[src/rtl/traffic_light_controller_if.sv]
// -----------------------------------------------------------------------------
// traffic_light_controller_if
//   Groups the request input and the light outputs of the main-road traffic
//   light controller.
//
//   Signals:
//     din    - request pulse from the upstream pattern detector
//     green  - main-road green
//     yellow - main-road yellow
//     red    - main-road red
//     walk   - pedestrian walk
//     busy   - request pending or crossing cycle in progress
//
//   Modports:
//     master - request source / light observer (drives din)
//     slave  - the controller (drives the lights and busy)
// -----------------------------------------------------------------------------
interface traffic_light_controller_if;
  logic din;
  logic green;
  logic yellow;
  logic red;
  logic walk;
  logic busy;

  modport master (
    output din,
    input  green, yellow, red, walk, busy
  );

  modport slave (
    input  din,
    output green, yellow, red, walk, busy
  );
endinterface : traffic_light_controller_if

[src/rtl/traffic_light_controller.sv]
// -----------------------------------------------------------------------------
// traffic_light_controller
//   Main-road light sequencer. A request pulse (din) is latched into a pending
//   flag; once Green has been held for at least GREEN_MIN cycles a pending
//   request starts a crossing cycle: YELLOW_TIME cycles of Yellow followed by
//   RED_TIME cycles of Red+Walk, then back to Green.
//
//   Ports:
//     clk_i   - rising-edge clock
//     rst_ni  - asynchronous active-low reset
//     tl_if   - slave modport: din in; green/yellow/red/walk/busy out
//
//   Parameters:
//     GREEN_MIN   - minimum Green dwell in cycles (1..2**CW-1)
//     YELLOW_TIME - Yellow dwell in cycles (1..2**CW-1)
//     RED_TIME    - Red/Walk dwell in cycles (1..2**CW-1, >=5 with flash)
//     CW          - timer width in bits
//
//   Build option:
//     WALK_FLASH_EN - when defined, Walk flashes 0,1,0,1 over the last four
//                     Red cycles; otherwise Walk is steady for all of Red.
// -----------------------------------------------------------------------------
module traffic_light_controller #(
  parameter int unsigned GREEN_MIN   = 10,
  parameter int unsigned YELLOW_TIME = 3,
  parameter int unsigned RED_TIME    = 6,
  parameter int unsigned CW          = 8
) (
  input  logic                         clk_i,
  input  logic                         rst_ni,
  traffic_light_controller_if.slave    tl_if
);

  typedef enum logic [2:0] {
    S_GREEN  = 3'b001,
    S_YELLOW = 3'b010,
    S_RED    = 3'b100
  } state_e;

  localparam logic [CW-1:0] GREEN_LAST  = CW'(GREEN_MIN - 1);
  localparam logic [CW-1:0] YELLOW_LAST = CW'(YELLOW_TIME - 1);
  localparam logic [CW-1:0] RED_LAST    = CW'(RED_TIME - 1);

  state_e        state_q, state_d;
  logic [CW-1:0] timer_q, timer_d;
  logic          pending_q, pending_d;
  logic          go_yellow;

  always_ff @(posedge clk_i or negedge rst_ni) begin
    if (!rst_ni) begin
      state_q   <= S_GREEN;
      timer_q   <= '0;
      pending_q <= 1'b0;
    end else begin
      state_q   <= state_d;
      timer_q   <= timer_d;
      pending_q <= pending_d;
    end
  end

  always_comb begin
    state_d   = state_q;
    timer_d   = timer_q;
    go_yellow = 1'b0;

    case (state_q)
      S_GREEN: begin
        // Timer saturates at the minimum so Green can hold indefinitely and
        // still react to a request on the very next edge.
        if (timer_q == GREEN_LAST) begin
          if (pending_q) begin
            go_yellow = 1'b1;
            state_d   = S_YELLOW;
            timer_d   = '0;
          end
        end else begin
          timer_d = timer_q + CW'(1);
        end
      end
      S_YELLOW: begin
        if (timer_q == YELLOW_LAST) begin
          state_d = S_RED;
          timer_d = '0;
        end else begin
          timer_d = timer_q + CW'(1);
        end
      end
      S_RED: begin
        if (timer_q == RED_LAST) begin
          state_d = S_GREEN;
          timer_d = '0;
        end else begin
          timer_d = timer_q + CW'(1);
        end
      end
      default: begin
        // Corrupted one-hot code: recover to Green with a fresh timer.
        state_d = S_GREEN;
        timer_d = '0;
      end
    endcase

    // The request being served is consumed on the GREEN->YELLOW edge; a din
    // coinciding with that edge is absorbed into the same crossing cycle.
    pending_d = pending_q;
    if (go_yellow) begin
      pending_d = 1'b0;
    end else if (tl_if.din) begin
      pending_d = 1'b1;
    end
  end

  assign tl_if.green  = (state_q == S_GREEN);
  assign tl_if.yellow = (state_q == S_YELLOW);
  assign tl_if.red    = (state_q == S_RED);
  assign tl_if.busy   = pending_q | (state_q != S_GREEN);

`ifdef WALK_FLASH_EN
  localparam logic [CW-1:0] FLASH_START = CW'(RED_TIME - 4);

  // Within the flash window the LSB of (timer - FLASH_START) gives 0,1,0,1;
  // the LSB of a difference is just the XOR of the operand LSBs.
  logic walk_red;
  assign walk_red   = (timer_q < FLASH_START) ? 1'b1
                                              : (timer_q[0] ^ FLASH_START[0]);
  assign tl_if.walk = (state_q == S_RED) & walk_red;
`else
  assign tl_if.walk = (state_q == S_RED);
`endif

endmodule : traffic_light_controller
[src/flat_wrapper.sv]
// flat-port wrapper written by rule: the top's interface ports become plain ports
module traffic_light_controller_flat 
#(
  parameter int unsigned GREEN_MIN   = 10,
  parameter int unsigned YELLOW_TIME = 3,
  parameter int unsigned RED_TIME    = 6,
  parameter int unsigned CW          = 8
)
  (clk_i, rst_ni, tl_if_din, tl_if_green, tl_if_yellow, tl_if_red, tl_if_walk, tl_if_busy);
  traffic_light_controller_if tl_if_i ();
  input  logic clk_i;
  input  logic rst_ni;
  input wire logic [$bits(tl_if_i.din)-1:0] tl_if_din;
  output wire logic [$bits(tl_if_i.green)-1:0] tl_if_green;
  output wire logic [$bits(tl_if_i.yellow)-1:0] tl_if_yellow;
  output wire logic [$bits(tl_if_i.red)-1:0] tl_if_red;
  output wire logic [$bits(tl_if_i.walk)-1:0] tl_if_walk;
  output wire logic [$bits(tl_if_i.busy)-1:0] tl_if_busy;
  assign tl_if_i.din = tl_if_din;
  assign tl_if_green = tl_if_i.green;
  assign tl_if_yellow = tl_if_i.yellow;
  assign tl_if_red = tl_if_i.red;
  assign tl_if_walk = tl_if_i.walk;
  assign tl_if_busy = tl_if_i.busy;
  traffic_light_controller #(.GREEN_MIN(GREEN_MIN), .YELLOW_TIME(YELLOW_TIME), .RED_TIME(RED_TIME), .CW(CW)) u_core (.clk_i(clk_i), .rst_ni(rst_ni), .tl_if(tl_if_i));
endmodule
[config.mk]
export PLATFORM = sky130hd
export DESIGN_NAME = traffic_light_controller_flat
export DESIGN_NICKNAME = d
export VERILOG_FILES = /design/src/rtl/traffic_light_controller_if.sv /design/src/rtl/traffic_light_controller.sv /design/src/flat_wrapper.sv
export SDC_FILE = /design/constraint.sdc
export NUM_CORES = 1
export LEC_CHECK = 0
export CAP_MARGIN = 30
export CORE_ASPECT_RATIO = 0.6
export CORE_MARGIN = 2
export CORE_UTILIZATION = 30
export DETAILED_ROUTE_END_ITERATION = 7
export PLACE_DENSITY = 0.54
export SLEW_MARGIN = 5
export SYNTH_ARGS = -nofsm -noshare
export SYNTH_HDL_FRONTEND = slang
export SYNTH_SLANG_ARGS = --single-unit
export TNS_END_PERCENT = 20
[constraint.sdc]
create_clock -name clk_i -period 3.6 [get_ports clk_i]
set_input_delay 0.72 -clock clk_i [delete_from_list [all_inputs] [get_ports clk_i]]
set_output_delay 0.72 -clock clk_i [all_outputs]
set_load 0.02 [all_outputs]
==> results of run 1 <==
cell usage after synthesis, types with 2 or more instances:
cell	instances	area share (%)
a21boi_2	2	3.2
a21oi_1	3	2.2
and3b_1	2	2.5
dfrtp_1	11	40
ha_1	3	5.4
inv_1	3	1.6
nand2_1	2	1.1
nand3_1	6	4.3
nor2_1	8	4.3
nor3b_1	3	3.2
xor2_1	4	5.0
worst max-delay path: cells and delay by family (launching register included):
kind,cells,cell delay [ns]
buffers and inverters,1,0.69
flip-flops,1,0.53
AND/OR/NAND/NOR,1,0.41
worst max-delay path by stage:
stage,start,end,cells after the start
global route,u_core.state_q[1],tl_if_walk,2
CTS,u_core.state_q[1],tl_if_red,2
floorplan,u_core.state_q[1],tl_if_walk,2
finish,u_core.state_q[0],tl_if_green,2
global placement,u_core.state_q[0],tl_if_green,2
detailed placement,u_core.state_q[0],tl_if_green,2
power breakdown:
group          internal [mW]  switching [mW]
registers              0.175          0.0579
clock network         0.0967          0.0507
logic                  0.103           0.113
total                  0.374           0.222
state kept, by name, summed over array words and instances, names as in the netlist:
| name | cells |
|---|---|
| u_core.pending_q | 1 |
| u_core.state_q | 3 |
| u_core.timer_q | 8 |
per-stage QoR:
stage                     instance area [sq um]  setup WS, ns
after floorplan                             696          1.51
after global placement                      792          1.30
after detailed placement                    792          1.27
after CTS                                   847          1.00
after global routing                        847         0.915
final                                       847          1.00
cell usage in the layout (no fill, tap or decap), drive strengths merged:
master / Yosys / layout
nor3: 1 / 1
a41oi: 1 / 1
nor4: 1 / 1
dfstp: 1 / 1
a21oi: 3 / 3
nand3: 7 / 7
or2: 1 / 1
and3: 2 / 2
and4: 1 / 1
nand3b: 1 / 1
a211oi: 2 / 2
xor2: 4 / 4
inv: 3 / 3
nand4b: 1 / 1
dfrtp: 11 / 11
clkbuf: 1 / 4
and3b: 2 / 2
nor3b: 4 / 4
a22oi: 1 / 1
a21boi: 2 / 2
xnor2: 1 / 1
nor2: 8 / 8
nand2: 2 / 2
o221ai: 1 / 1
clkdlybuf4s50: 0 / 7
ha: 3 / 3
nand2b: 1 / 1
cell families after synthesis:
kind of cell,after synthesis
simple gates,32
flops,12
compound gates,10
xor+xnor,5
buf+inv,5
fa+ha+maj,3
area by class of cell:
type                            count  area [sq um]
Multi-Input combinational cell     50           372
Timing Repair Buffer                7          70.1
Sequential cell                    12           302
Inverter                            3          11.3
Clock buffer                        4          55.1
Tap cell                           30          37.5
Fill cell                         221          1330
metal layers:
metal	global-route usage (%)	wire length [um]	up-vias
met5	0	0	-
met4	3.06	8	0
met3	6.45	67	2
met2	16.0	494	8
met1	16.1	740	241
li1	-	-	255
==> results_dict.tcl, run 1 <==
set metrics [dict create \
    cts-buffers-inserted 3 \
    antenna_cells 0 \
    whs_ns 0.572 \
    finalHoldViolations 0 \
    cap_violations 0 \
    r2r-end "u_core.timer_q[2]" \
    track_usage_pct 11.8 \
    start_util_pct 31.9 \
    cts.sinks 12 \
    grt_pass1_vias 464 \
    synth_cell_types 31 \
    synth_cells 67 \
    die_w_um 66.2 \
    finalSetupViolations 0 \
    path_class "flip-flop to output pin" \
    finalSetupTns_ns 0 \
    finalClockSkew_ns 0.00252 \
    totalWireLength_um 1310 \
    cts_setup_buffers 0 \
    worst_pin_slew_ns 0.562 \
    period_minus_slack_ns 2.60 \
    num_vias 506 \
    worstPathArrival_ns 1.88 \
    clkTransAtPathRegs_ns 0.05 \
    yosysSeqAreaShare_pct 43.3 \
    die_h_um 41.3 \
    min_path_type "flip-flop to flip-flop" \
    reg2reg_slack_ns 1.80 \
    drv_slew 0 \
    pin_count 8 \
    max_stage_delay_ns 0.69 \
    cp_slowest_cell "clkdlybuf4s50_1" \
    grt_pass1_wl_um 2240 \
    synth_warnings 0 \
    core_sq_um 2180 \
    drt-initial-drc-count 3 \
    r2r_start "u_core.timer_q[5]" \
    crit_path_start_kind "flip-flop" \
    worst_ir_drop_vdd_mv 0.215 \
    nNetsFinal 83 \
    grt_max_degree 13 \
    cts_buffer_depth 2 \
    whs_path_depth 2 \
    synth_top_family_by_area "simple AND/OR/NAND/NOR gates" \
    finalPower_mw 0.596 \
    p_leak_nw 0.361 \
    drc 0 \
    clk_latency_ns 0.24 \
    synth_nets 73 \
    htree_num_levels 1 \
    cts_tree "yes" \
    syn_area_sq_um 696 \
    numPortBuffers 7 \
    clock-root-buffer "clkbuf_8" \
    synth_xor_area_share_pct 6.29 \
    die-area_sq_um 2730 \
    grt-ovfl-total 0 \
    dr.pass1.iters 3 \
    drive_gt1_share_pct 15.8 \
    ctsHoldBuffers 0 \
    synth_fa_ha_area_share_pct 5.40 \
    avgSynthCellArea_sq_um 10.4 \
    hpwl_um 947 \
    synth-main-ff-cell "dfrtp_1" \
    rsz0062_at_grt "no" \
    hp-start "u_core.pending_q" \
    synthArstFlopShare_pct 100 \
    synth-compound-area-share_pct 11.9 \
    antenna_found_initial 0 \
    via_per_inst 4.77 \
    syn2layout_area_growth_pct 21.8 \
    fp-row-count 13 \
    synth_mux_area_share_pct 0 \
    fin_util_pct 38.9 \
    timing.final.crit_share_pct 72.1 \
    synthSimpleGateAreaFrac_pct 29.9 \
    ys_ff_latch 12 \
    cts-resized-gates 0 \
    drtAntennaViolNets 0 \
    max-slew-margin-rel_pct 62.4 \
    crit_path_end_kind "output pin" \
    r2r_cells 4 \
    routedWlPerCell_um 12.4 \
    power.density_nw_per_um2 704 \
    critPathMaxFanout 7 \
    fmax_mhz 385 \
    dp.cells 102 \
    crit_required_ns 2.88 \
    fin_cells 106 \
    synth_enable_flop_cells 0 \
    min_to "u_core.pending_q" \
    status "complete, no violations" \
    crit_chain "nor3b_2 -> clkdlybuf4s50_1" \
    gp_congestion 0.753 \
]
(Power assumes the default switching activity.)
==> run 2: changes to the inputs <==
clock period = 2.4 ns   (was 3.6 ns; I/O delays follow)
==> run 2 against run 1 <==
Sequential power is 50% higher. Hold slack worse by 0.0040 ns. Cell count up 1.9%. Critical path type unchanged. Total power up 52%. Global-route usage up 0.81 points. Combinational power is 56% higher. Clock-buffer cell count unchanged. Non-clock buffer count increased by 2. Critical path depth did not move. Highest routed layer unchanged. Setup slack worse by 0.78 ns. First-iteration DRC count grew to 6.7 times the previous value.
==> results_dict.tcl, run 2 (synthesized netlist as in run 1, its figures left out) <==
set metrics [dict create \
    status "complete, no violations" \
    r2r_cells 4 \
    clock-root-buffer "clkbuf_8" \
    finalSetupViolations 0 \
    busiest_layer "met2" \
    clk_latency_ns 0.24 \
    antenna_cells 0 \
    crit_buf_inv 1 \
    critPathMaxFanout 3 \
    cts-buffers-inserted 3 \
    nNetsFinal 85 \
    ff_latch_area_sq_um 302 \
    crit_chain "nor3b_2 -> clkdlybuf4s50_1" \
    fmax_mhz 459 \
    cts.sinks 12 \
    multiInputGateArea_sq_um 377 \
    grt-ovfl-total 0 \
    crit_required_ns 1.92 \
    crit_path_end_kind "output pin" \
    dr.pass1.iters 4 \
    r2r-end "u_core.timer_q[2]" \
    drtAntennaViolNets 0 \
    reg2reg_slack_ns 0.59 \
    cap_violations 0 \
    totalWireLength_um 1390 \
    r2r_start "u_core.timer_q[5]" \
    whs_path_depth 2 \
    dp_slack_ns 0.351 \
    pin_count 8 \
    syn2layout_area_growth_pct 24.6 \
    fillCellCount 228 \
    p_leak_nw 0.371 \
    die_h_um 41.3 \
    cts_tree "yes" \
    htree_num_levels 1 \
    via_per_inst 4.78 \
    finalHoldViolations 0 \
    drive_gt1_share_pct 19.2 \
    crit_path_start_kind "flip-flop" \
    drt-initial-drc-count 20 \
    drv_slew 0 \
    ctsHoldBuffers 0 \
    hpwl_um 1070 \
    start_util_pct 31.9 \
    worst_pin_slew_ns 0.560 \
    cts_buffer_depth 2 \
    power.density_nw_per_um2 1040 \
    antenna_found_initial 0 \
    path_class "flip-flop to output pin" \
    cp_slowest_cell "clkdlybuf4s50_1" \
    track_usage_pct 12.6 \
    finalSetupTns_ns 0 \
    fp-row-count 13 \
    period_minus_slack_ns 2.18 \
    max-slew-margin-rel_pct 62.6 \
    gp_congestion 0.698 \
    min_path_type "flip-flop to flip-flop" \
    worst_ir_drop_vdd_mv 0.413 \
    numPortBuffers 7 \
    finalClockSkew_ns 0.00268 \
    drc 0 \
    hp-start "u_core.pending_q" \
    fin_util_pct 39.8 \
    min_to "u_core.pending_q" \
    die-area_sq_um 2730 \
    grt_pass1_wl_um 2260 \
    mostFrequentLayoutCells "dfrtp_1, nor2_1, clkdlybuf4s50_1" \
    gr-usage-met1_pct 16.1 \
    timing.final.crit_share_pct 90.8 \
    routedWlPerCell_um 12.9 \
    worstPathArrival_ns 1.70 \
    largest-register "u_core.timer_q" \
    rsz0062_at_grt "no" \
    grtUsageMet3_pct 5.65 \
    die_w_um 66.2 \
    largest_reg_flops 8 \
    clkTransAtPathRegs_ns 0.05 \
    num_vias 516 \
    core_sq_um 2180 \
    final_common_cell "dfrtp_1" \
    reg.largest.list "u_core.timer_q x8, u_core.state_q x3, u_core.pending_q x1" \
    met2_usage_pct 18.5 \
    crit_family "buffers and inverters" \
    setup_slack_ns 0.220 \
    grt_pass1_vias 459 \
    grt_max_degree 13 \
    max_stage_delay_ns 0.66 \
]
[run 2: final cells by class]
type                    instances  share of cell area, %
clock buffers                   4                   6.35
inverters                       3                   1.30
multi-input cells              50                   43.4
flip-flops and latches         12                   34.8
well taps                      30                   4.33
repair buffers                  9                   9.81
[run 2: worst max-delay path by stage]
stage,start,endpoint,slack [ns],depth (start not counted)
finish,u_core.state_q[0],tl_if_green,0.22,2
global route,u_core.state_q[0],tl_if_green,0.13,2
global placement,u_core.state_q[1],tl_if_walk,0.43,2
detailed placement,u_core.state_q[1],tl_if_walk,0.35,2
floorplan,u_core.state_q[1],tl_if_walk,0.55,2
CTS,u_core.state_q[1],tl_if_walk,0.07,2
[run 2: worst min-delay path, delay by kind of cell (launching register included)]
kind             cells  cell delay [ns]
flip-flops           1             0.39
AND/OR/NAND/NOR      2             0.14
[run 2: timing repair]
item | 4_1_cts | 5_1_grt
gates resized for setup | 0 | 1
endpoints found under the setup margin | 0 | 2
setup buffers | 0 | 0
[run 2: power by group]
group          switching [mW]  internal (mW)  leakage [nW]
Clock                  0.0730          0.145        0.0288
Combinational           0.175          0.162         0.192
Sequential             0.0871          0.262         0.150
[run 2: metal layers]
| layer | vias to the layer above | part of all wire, % |
|---|---|---|
| met5 | - | 0 |
| met4 | 0 | 1.7 |
| met3 | 4 | 5.9 |
| met2 | 11 | 40 |
| met1 | 241 | 53 |
| li1 | 260 | - |
[run 2: stage by stage]
stage	total power, mW	hold WS [ns]	area (sq um)	std cells
after floorplan	0.584	0.184	696	67
after global placement	0.689	0.556	807	104
after detailed placement	0.692	0.565	807	104
after CTS	0.921	0.579	862	108
after global routing	0.981	0.611	867	108
final	0.905	0.568	867	108
